--- src/rtl/stl_uart_pkg.sv ---
`default_nettype none
// ============================================================================
//  Module      : stl_uart_pkg
//  Description : Shared packet geometry and FSM state encoding for the
//                STL UART host/client pair.
//  Revision    : 1.0 - initial release
// ============================================================================
package stl_uart_pkg;

  // Bytes carried by one request or one response packet.
  localparam int PACKET_SIZE = 16;

  // Byte counter carries one spare bit so it can never wrap inside a packet.
  localparam int BYTE_CNT_W = $clog2(PACKET_SIZE) + 1;

  // Transaction state encoding.
  typedef enum logic [1:0] {
    ST_IDLE    = 2'd0,
    ST_SEND    = 2'd1,
    ST_COLLECT = 2'd2,
    ST_DELIVER = 2'd3
  } uart_state_e;

endpackage
`default_nettype wire

--- src/rtl/stl_timeout_counter.sv ---
`default_nettype none
// ============================================================================
//  Module      : stl_timeout_counter
//  Description : Idle-cycle counter. Counts enabled cycles, restarts on
//                clear, and flags a single-cycle expiry when the count
//                reaches the limit. Clear always beats expiry.
//  Revision    : 1.0 - initial release
// ============================================================================
module stl_timeout_counter #(
  parameter int WIDTH = 8
) (
  input  logic             clk,
  input  logic             rst,
  input  logic             clear,
  input  logic             enable,
  input  logic [WIDTH-1:0] limit,
  output logic             expired
);

  logic [WIDTH-1:0] count_q;
  logic [WIDTH-1:0] count_d;

  // Next count and expiry flag; the counter restarts after expiring so it never wraps.
  always_comb begin
    expired = enable && !clear && (count_q == limit);
    count_d = count_q;
    if (clear || expired) begin
      count_d = '0;
    end else if (enable) begin
      count_d = count_q + WIDTH'(1);
    end
  end

  // Count register.
  always_ff @(posedge clk) begin
    if (rst) begin
      count_q <= '0;
    end else begin
      count_q <= count_d;
    end
  end

endmodule
`default_nettype wire

--- src/rtl/stl_uart_host.sv ---
`default_nettype none
// ============================================================================
//  Module      : stl_uart_host
//  Description : Packet host for a byte-wide UART. Serialises a request
//                packet onto the transmitter, gathers a response packet of
//                the same size from the receiver and hands it over, abandoning
//                the response if the receiver goes quiet for too long.
//  Revision    : 1.0 - initial release
// ============================================================================
module stl_uart_host #(
  parameter int CLOCK_FREQ     = 100_000_000,
  parameter int PACKET_SIZE    = 16,
  parameter int TIMEOUT_CYCLES = CLOCK_FREQ / 100
) (
  input  logic                     clk,
  input  logic                     reset,
  input  logic                     req_valid,
  output logic                     req_ready,
  input  logic [PACKET_SIZE*8-1:0] req_data,
  output logic                     tx_valid,
  input  logic                     tx_ready,
  output logic [7:0]               tx_data,
  input  logic                     rx_valid,
  output logic                     rx_ready,
  input  logic [7:0]               rx_data,
  output logic                     resp_valid,
  input  logic                     resp_ready,
  output logic [PACKET_SIZE*8-1:0] resp_data,
  output logic                     timeout,
  output logic                     stray_byte,
  output logic                     busy
);

  import stl_uart_pkg::*;

  localparam int DATA_W = PACKET_SIZE * 8;
  localparam int CNT_W  = $clog2(PACKET_SIZE) + 1;
  localparam int TO_W   = (TIMEOUT_CYCLES > 1) ? $clog2(TIMEOUT_CYCLES) : 1;
  localparam logic [CNT_W-1:0] C_LAST_BYTE = CNT_W'(PACKET_SIZE - 1);
  localparam logic [TO_W-1:0]  C_TO_LIMIT  = TO_W'(TIMEOUT_CYCLES - 1);

  uart_state_e       state_q, state_d;
  logic [CNT_W-1:0]  cnt_q, cnt_d;
  logic [DATA_W-1:0] tx_q, tx_d;
  logic [DATA_W-1:0] rx_q, rx_d;
  logic              timeout_q, timeout_d;
  logic              stray_q, stray_d;

  logic              last_byte;
  logic              tx_hs;
  logic              collect_hs;
  logic              to_clear;
  logic              to_enable;
  logic              to_expired;

  assign last_byte  = (cnt_q == C_LAST_BYTE);
  assign tx_hs      = (state_q == ST_SEND) && tx_ready;
  assign collect_hs = (state_q == ST_COLLECT) && rx_valid;
  // Idle counting only runs while collecting; any accepted byte restarts it.
  assign to_enable  = (state_q == ST_COLLECT);
  assign to_clear   = !to_enable || collect_hs;

  stl_timeout_counter #(
    .WIDTH (TO_W)
  ) u_timeout (
    .clk     (clk),
    .rst     (reset),
    .clear   (to_clear),
    .enable  (to_enable),
    .limit   (C_TO_LIMIT),
    .expired (to_expired)
  );

  // State and datapath registers.
  always_ff @(posedge clk) begin
    if (reset) begin
      state_q   <= ST_IDLE;
      cnt_q     <= '0;
      tx_q      <= '0;
      rx_q      <= '0;
      timeout_q <= 1'b0;
      stray_q   <= 1'b0;
    end else begin
      state_q   <= state_d;
      cnt_q     <= cnt_d;
      tx_q      <= tx_d;
      rx_q      <= rx_d;
      timeout_q <= timeout_d;
      stray_q   <= stray_d;
    end
  end

  // Next-state logic; a received byte takes priority over a coincident expiry.
  always_comb begin
    state_d = state_q;
    case (state_q)
      ST_IDLE:    if (req_valid) state_d = ST_SEND;
      ST_SEND:    if (tx_hs && last_byte) state_d = ST_COLLECT;
      ST_COLLECT: begin
        if (collect_hs) begin
          if (last_byte) state_d = ST_DELIVER;
        end else if (to_expired) begin
          state_d = ST_IDLE;
        end
      end
      ST_DELIVER: if (resp_ready) state_d = ST_IDLE;
      default:    state_d = ST_IDLE;
    endcase
  end

  // Datapath updates: shift registers, byte counter and status pulses.
  always_comb begin
    cnt_d     = cnt_q;
    tx_d      = tx_q;
    rx_d      = rx_q;
    timeout_d = 1'b0;
    stray_d   = 1'b0;
    case (state_q)
      ST_IDLE: begin
        stray_d = rx_valid;
        if (req_valid) begin
          tx_d  = req_data;
          cnt_d = '0;
        end
      end
      ST_SEND: begin
        stray_d = rx_valid;
        if (tx_hs) begin
          tx_d  = tx_q >> 8;
          cnt_d = last_byte ? '0 : cnt_q + CNT_W'(1);
        end
      end
      ST_COLLECT: begin
        if (collect_hs) begin
          rx_d  = {rx_data, rx_q[DATA_W-1:8]};
          cnt_d = last_byte ? '0 : cnt_q + CNT_W'(1);
        end else if (to_expired) begin
          // Abandon the partial response.
          rx_d      = '0;
          cnt_d     = '0;
          timeout_d = 1'b1;
        end
      end
      default: begin
        cnt_d = cnt_q;
      end
    endcase
  end

  // Port outputs decoded from the current state and registers.
  always_comb begin
    req_ready  = (state_q == ST_IDLE);
    tx_valid   = (state_q == ST_SEND);
    rx_ready   = (state_q != ST_DELIVER);
    resp_valid = (state_q == ST_DELIVER);
    busy       = (state_q != ST_IDLE);
    tx_data    = tx_q[7:0];
    resp_data  = rx_q;
    timeout    = timeout_q;
    stray_byte = stray_q;
  end

endmodule
`default_nettype wire

--- config.mk ---
export PLATFORM = sky130hd
export DESIGN_NAME = stl_uart_host
export DESIGN_NICKNAME = d
export VERILOG_FILES = /design/src/rtl/stl_uart_pkg.sv /design/src/rtl/stl_timeout_counter.sv /design/src/rtl/stl_uart_host.sv
export SDC_FILE = /design/constraint.sdc
export NUM_CORES = 1
export LEC_CHECK = 0
export CORE_AREA = 2 2 172 174
export DETAILED_ROUTE_END_ITERATION = 8
export DIE_AREA = 0 0 174 176
export GPL_TIMING_DRIVEN = 0
export HOLD_SLACK_MARGIN = 0.03
export PLACE_DENSITY = 0.78
export SKIP_LAST_GASP = 1
export SLEW_MARGIN = 0
export SYNTH_ARGS = -nofsm -noshare
export SYNTH_HDL_FRONTEND = slang
export SYNTH_SLANG_ARGS = --single-unit
--- constraint.sdc ---
create_clock -name clk -period 2.6 [get_ports clk]
set_input_delay 0.26 -clock clk [delete_from_list [all_inputs] [get_ports clk]]
set_output_delay 0.26 -clock clk [all_outputs]
set_load 0.02 [all_outputs]
==> run_summary.xml <==
<?xml version="1.0" encoding="UTF-8"?>
<metrics>
  <group name="status">
    <metric name="result_of_the_run" unit="">complete, no violations</metric>
  </group>
  <group name="power_and_ir_drop">
    <metric name="share_clk_of_total_power" unit="">0.299</metric>
    <metric name="switching_share" unit="">0.328</metric>
    <metric name="sequentialPowerShare" unit="">0.396</metric>
    <metric name="power.density_cell_area" unit="nW/µm²">963</metric>
    <metric name="p_leak" unit="nW">5.59</metric>
    <metric name="design_power_total" unit="mW">15.2</metric>
    <metric name="p_int" unit="mW">10.2</metric>
    <metric name="net_switching_power" unit="mW">4.98</metric>
    <metric name="max-vdd-ir-drop" unit="mV">0.543</metric>
    <metric name="share_comb_of_total_power" unit="">0.305</metric>
  </group>
  <group name="setup_path">
    <metric name="critPathCaptureType" unit="">flop</metric>
    <metric name="critical_path_class" unit="">flop to flop</metric>
    <metric name="cell_chain_of_the_critical_path" unit="">inv_1, ha_1, a22oi_2, nor2b_1, clkbuf_2, clkbuf_2, clkbuf_1, a211oi_1</metric>
    <metric name="critical_path_cell_count" unit="">8</metric>
    <metric name="critical_path_peak_fanout" unit="">10</metric>
    <metric name="cp_top_family" unit="">buffers and inverters</metric>
    <metric name="crit_path_top_delay_cell" unit="">dfxtp_1</metric>
    <metric name="crit_path_frequent_cell" unit="">clkbuf_2</metric>
    <metric name="critical-path-max-stage-delay" unit="ns">0.38</metric>
    <metric name="reg2reg_depth" unit="">8</metric>
    <metric name="worstPathBufferInverterCount" unit="">4</metric>
    <metric name="worst_setup_path_start_kind" unit="">flop</metric>
    <metric name="crit_required" unit="ns">3.00</metric>
    <metric name="cp.arrival" unit="ns">2.88</metric>
  </group>
  <group name="floorplan">
    <metric name="die_ht" unit="µm">176</metric>
    <metric name="fp.coreArea" unit="µm²">28500</metric>
    <metric name="placementRows" unit="">62</metric>
    <metric name="floorplan.initialDensity" unit="">0.396</metric>
    <metric name="die_area" unit="µm²">30600</metric>
    <metric name="die_width" unit="µm">174</metric>
    <metric name="top_level_ports" unit="">285</metric>
  </group>
  <group name="global_route">
    <metric name="grt_antenna_before_repair" unit="">8</metric>
    <metric name="first_global_vias" unit="">9705</metric>
    <metric name="grt_overflow" unit="">0</metric>
    <metric name="first_pass_grt_wire_length" unit="µm">53200</metric>
    <metric name="grt_max_degree" unit="">15</metric>
    <metric name="grt_use_total" unit="">0.215</metric>
  </group>
  <group name="sta">
    <metric name="worst_clock_skew" unit="ns">0.00721</metric>
    <metric name="timing.hold.ws" unit="ns">0.218</metric>
    <metric name="finalHoldViolations" unit="">0</metric>
    <metric name="report.final.setup_viol" unit="">0</metric>
    <metric name="worstMarginPinSlew" unit="ns">0.880</metric>
    <metric name="max_slew_headroom" unit="">0.413</metric>
    <metric name="final_critical_path_setup_slack" unit="ns">0.120</metric>
    <metric name="finalWorstPathRequiredPeriod" unit="ns">2.48</metric>
    <metric name="period_share" unit="">0.954</metric>
    <metric name="maxClockFrequency" unit="MHz">403</metric>
    <metric name="final_number_of_max_transition_violations" unit="">0</metric>
  </group>
  <group name="clocking">
    <metric name="cts_hold_buffers" unit="">0</metric>
    <metric name="count_of_clock_tree_sinks" unit="">285</metric>
    <metric name="clock_path_buffers" unit="">3</metric>
    <metric name="tritoncts" unit="">yes</metric>
    <metric name="h_tree_level_count" unit="">1</metric>
    <metric name="clock_latency_late_sink" unit="ns">0.54</metric>
    <metric name="cts-root-buf" unit="">clkbuf_16</metric>
    <metric name="cts_made_buffers" unit="">29</metric>
    <metric name="clkSlewWorstSetupHoldPaths" unit="ns">0.06</metric>
  </group>
  <group name="worst_hold_path">
    <metric name="hold_path_depth" unit="">3</metric>
    <metric name="hp-class" unit="">input pin to flop</metric>
  </group>
  <group name="detailed_routing">
    <metric name="drc_errors" unit="">0</metric>
    <metric name="routedWlPerCell" unit="µm">18.2</metric>
    <metric name="vias" unit="">9934</metric>
    <metric name="antenna_viol_nets_final" unit="">0</metric>
    <metric name="totalWireLength" unit="µm">34700</metric>
    <metric name="drt_first_iter_violations" unit="">648</metric>
    <metric name="viasPerCell" unit="">5.21</metric>
    <metric name="first_pass_iters" unit="">5</metric>
  </group>
  <group name="place">
    <metric name="numPlacedInstances" unit="">1843</metric>
    <metric name="portBuffers" unit="">283</metric>
    <metric name="globalplace.congestion" unit="">0.891</metric>
    <metric name="pre_cts_ws" unit="ns">-0.505</metric>
    <metric name="detailed_place.area" unit="µm²">14600</metric>
    <metric name="hpwlAfterDp" unit="µm">25800</metric>
  </group>
  <group name="final_layout">
    <metric name="syn2layout_area_growth" unit="%">39.4</metric>
    <metric name="nets" unit="">1639</metric>
    <metric name="regArea" unit="µm²">5710</metric>
    <metric name="multi_input_comb_area" unit="µm²">5080</metric>
    <metric name="finalInstanceArea" unit="µm²">15800</metric>
    <metric name="final_cells" unit="">1906</metric>
    <metric name="drive_above_1_share" unit="">0.0700</metric>
    <metric name="fill_cells" unit="">2525</metric>
  </group>
  <group name="logic_synthesis">
    <metric name="postSynthRegisterBits" unit="">285</metric>
    <metric name="synth.top_cells.by_area" unit="">dfxtp_1, mux2i_1, a211oi_1</metric>
    <metric name="synth_area_leader_cell" unit="">dfxtp_1</metric>
    <metric name="synthFlopType" unit="">dfxtp_1</metric>
    <metric name="post_synth_xor_area_fraction" unit="">0.0147</metric>
    <metric name="synth-edff-count" unit="">0</metric>
    <metric name="post_synth_inst_count" unit="">1176</metric>
    <metric name="syn_area_per_cell" unit="µm²">9.62</metric>
    <metric name="fraction_of_the_mapped_netlist_area_in_compound_gates" unit="">0.167</metric>
    <metric name="synthDistinctLibCells" unit="">38</metric>
    <metric name="fraction_of_synthesis_flops_using_an_asynchronous_set_or_reset_pin" unit="">0</metric>
    <metric name="synth_adder_area_share" unit="">0.00663</metric>
    <metric name="netlist_area" unit="µm²">11300</metric>
    <metric name="synth.area.mux_share" unit="">0.108</metric>
    <metric name="synth-simple-area-share" unit="">0.151</metric>
    <metric name="synth_top_area_frac" unit="">0.504</metric>
    <metric name="yosysWarningCount" unit="">0</metric>
    <metric name="largest_family_of_logic_cells_by_synthesized_area" unit="">compound AO/OA/AOI/OAI gates</metric>
    <metric name="synth_nets" unit="">1324</metric>
    <metric name="ys_seq_area_frac" unit="">0.504</metric>
  </group>
  <group name="run">
    <metric name="cap_viol_max_count" unit="">0</metric>
  </group>
</metrics>
area by class of cell:
cell class,instances,share of cell area
Multi-Input combinational cell,761,0.322
Tap cell,384,0.0305
Clock buffer,40,0.0524
Sequential cell,285,0.362
Clock inverter,14,0.0144
Buffer,111,0.0327
Inverter,19,0.00452
Timing Repair Buffer,284,0.180
Antenna cell,8,0.00127
worst reg2reg max path: stages, from the launching register on:
cell and delay, ns:
dfxtp_1 0.38, inv_1 0.08, ha_1 0.29, a22oi_2 0.36
nor2b_1 0.20, clkbuf_2 0.21, clkbuf_2 0.31, clkbuf_1 0.38
a211oi_1 0.15
cells in the final DEF (no fill, tap or decap), drive strengths merged, types with 2 or more instances in the layout:
master / Yosys / final
a211oi: 120 / 120
a21oi: 8 / 8
a22oi: 9 / 9
a31oi: 3 / 3
and2: 2 / 2
and3: 2 / 2
and4: 2 / 2
buf: 25 / 26
bufinv: 0 / 6
clkbuf: 86 / 126
clkdlybuf4s50: 0 / 282
clkinv: 0 / 7
dfxtp: 285 / 285
diode: 0 / 8
ha: 6 / 6
inv: 19 / 20
mux2i: 121 / 121
nand2: 11 / 11
nand2b: 122 / 122
nand3: 9 / 9
nand3b: 8 / 8
nand4: 4 / 4
nand4b: 2 / 2
nor2: 157 / 157
nor3: 5 / 5
nor3b: 2 / 2
nor4: 3 / 3
o21ai: 14 / 14
o22ai: 112 / 112
o31ai: 2 / 2
o32ai: 8 / 8
or4: 5 / 5
xnor2: 7 / 7
xor2: 12 / 12
flip-flops by register name, indices dropped and copies added, names as in the netlist:
| register | cells |
|---|---|
| u_timeout.count_q | 20 |
| timeout | 1 |
| tx_q | 128 |
| stray_byte | 1 |
| state_q | 2 |
| cnt_q | 5 |
| resp_data | 128 |
synth_stat cells (all sizes together) (8+ instances only):
cell type and n:
a211oi 120, a21oi 8, a22oi 9, buf 25, clkbuf 86, dfxtp 285, inv 19, mux2i 121
nand2 11, nand2b 122, nand3 9, nand3b 8, nor2 157, o21ai 14, o22ai 112, o32ai 8
xor2 12
routing by layer:
| layer | track usage | part of all wire | up-vias | routed length (µm) |
|---|---|---|---|---|
| met2 | 0.347 | 0.46 | 313 | 16000 |
| met4 | 0.0917 | 0.041 | 2 | 1440 |
| li1 | - | - | 4863 | - |
| met3 | 0.0295 | 0.049 | 85 | 1710 |
| met1 | 0.291 | 0.45 | 4671 | 15500 |
| met5 | 0 | 0.00037 | - | 13 |
power groups by stage:
| stage | Sequential [mW] | Combinational, mW | Clock [mW] |
|---|---|---|---|
| 5_1_grt | 6.11 | 5.13 | 4.77 |
| 3_3_place_gp | 6.05 | 4.40 | 0 |
| 3_5_place_dp | 6.08 | 4.51 | 0 |
| 6_report | 6.01 | 4.63 | 4.54 |
| 2_1_floorplan | 5.89 | 3.29 | 0 |
| 4_1_cts | 6.00 | 4.60 | 4.60 |
timing repair:
item | 4_1_cts | 5_1_grt
setup endpoints to repair | 120 | 145
hold endpoints to repair | 0 | 0
gates resized for setup | 12 | 39
setup buffers | 1 | 0
pin swaps | 1 | 0
path summary, 6_finish.rpt:
kind	from	to	slack (ns)
min reg2reg	resp_data[3]	resp_data[3]	0.48
max reg2reg	state_q[1]	tx_q[52]	0.12
min	reset	resp_data[123]	0.22
max	state_q[1]	tx_q[52]	0.12
cell families (layout without fill, tap and decap cells):
kind of cell             Yosys count  in the layout
AND/OR/NAND/NOR                  337            337
flip-flops                       285            285
AO/OA/AOI/OAI                    277            277
buffers and inverters            130            468
multiplexers                     122            122
XOR/XNOR                          19             19
adder cells (fa/ha/maj)            6              6
other                              0              8
through the flow:
stage                     utilization  setup TNS, ns
final                           0.552              0
after detailed placement        0.512         -51.08
after floorplan                     -              0
after global placement          0.512         -49.29
after CTS                       0.550              0
after global routing            0.552        -0.0448
No activity file was read; power rests on OpenSTA's default activity.
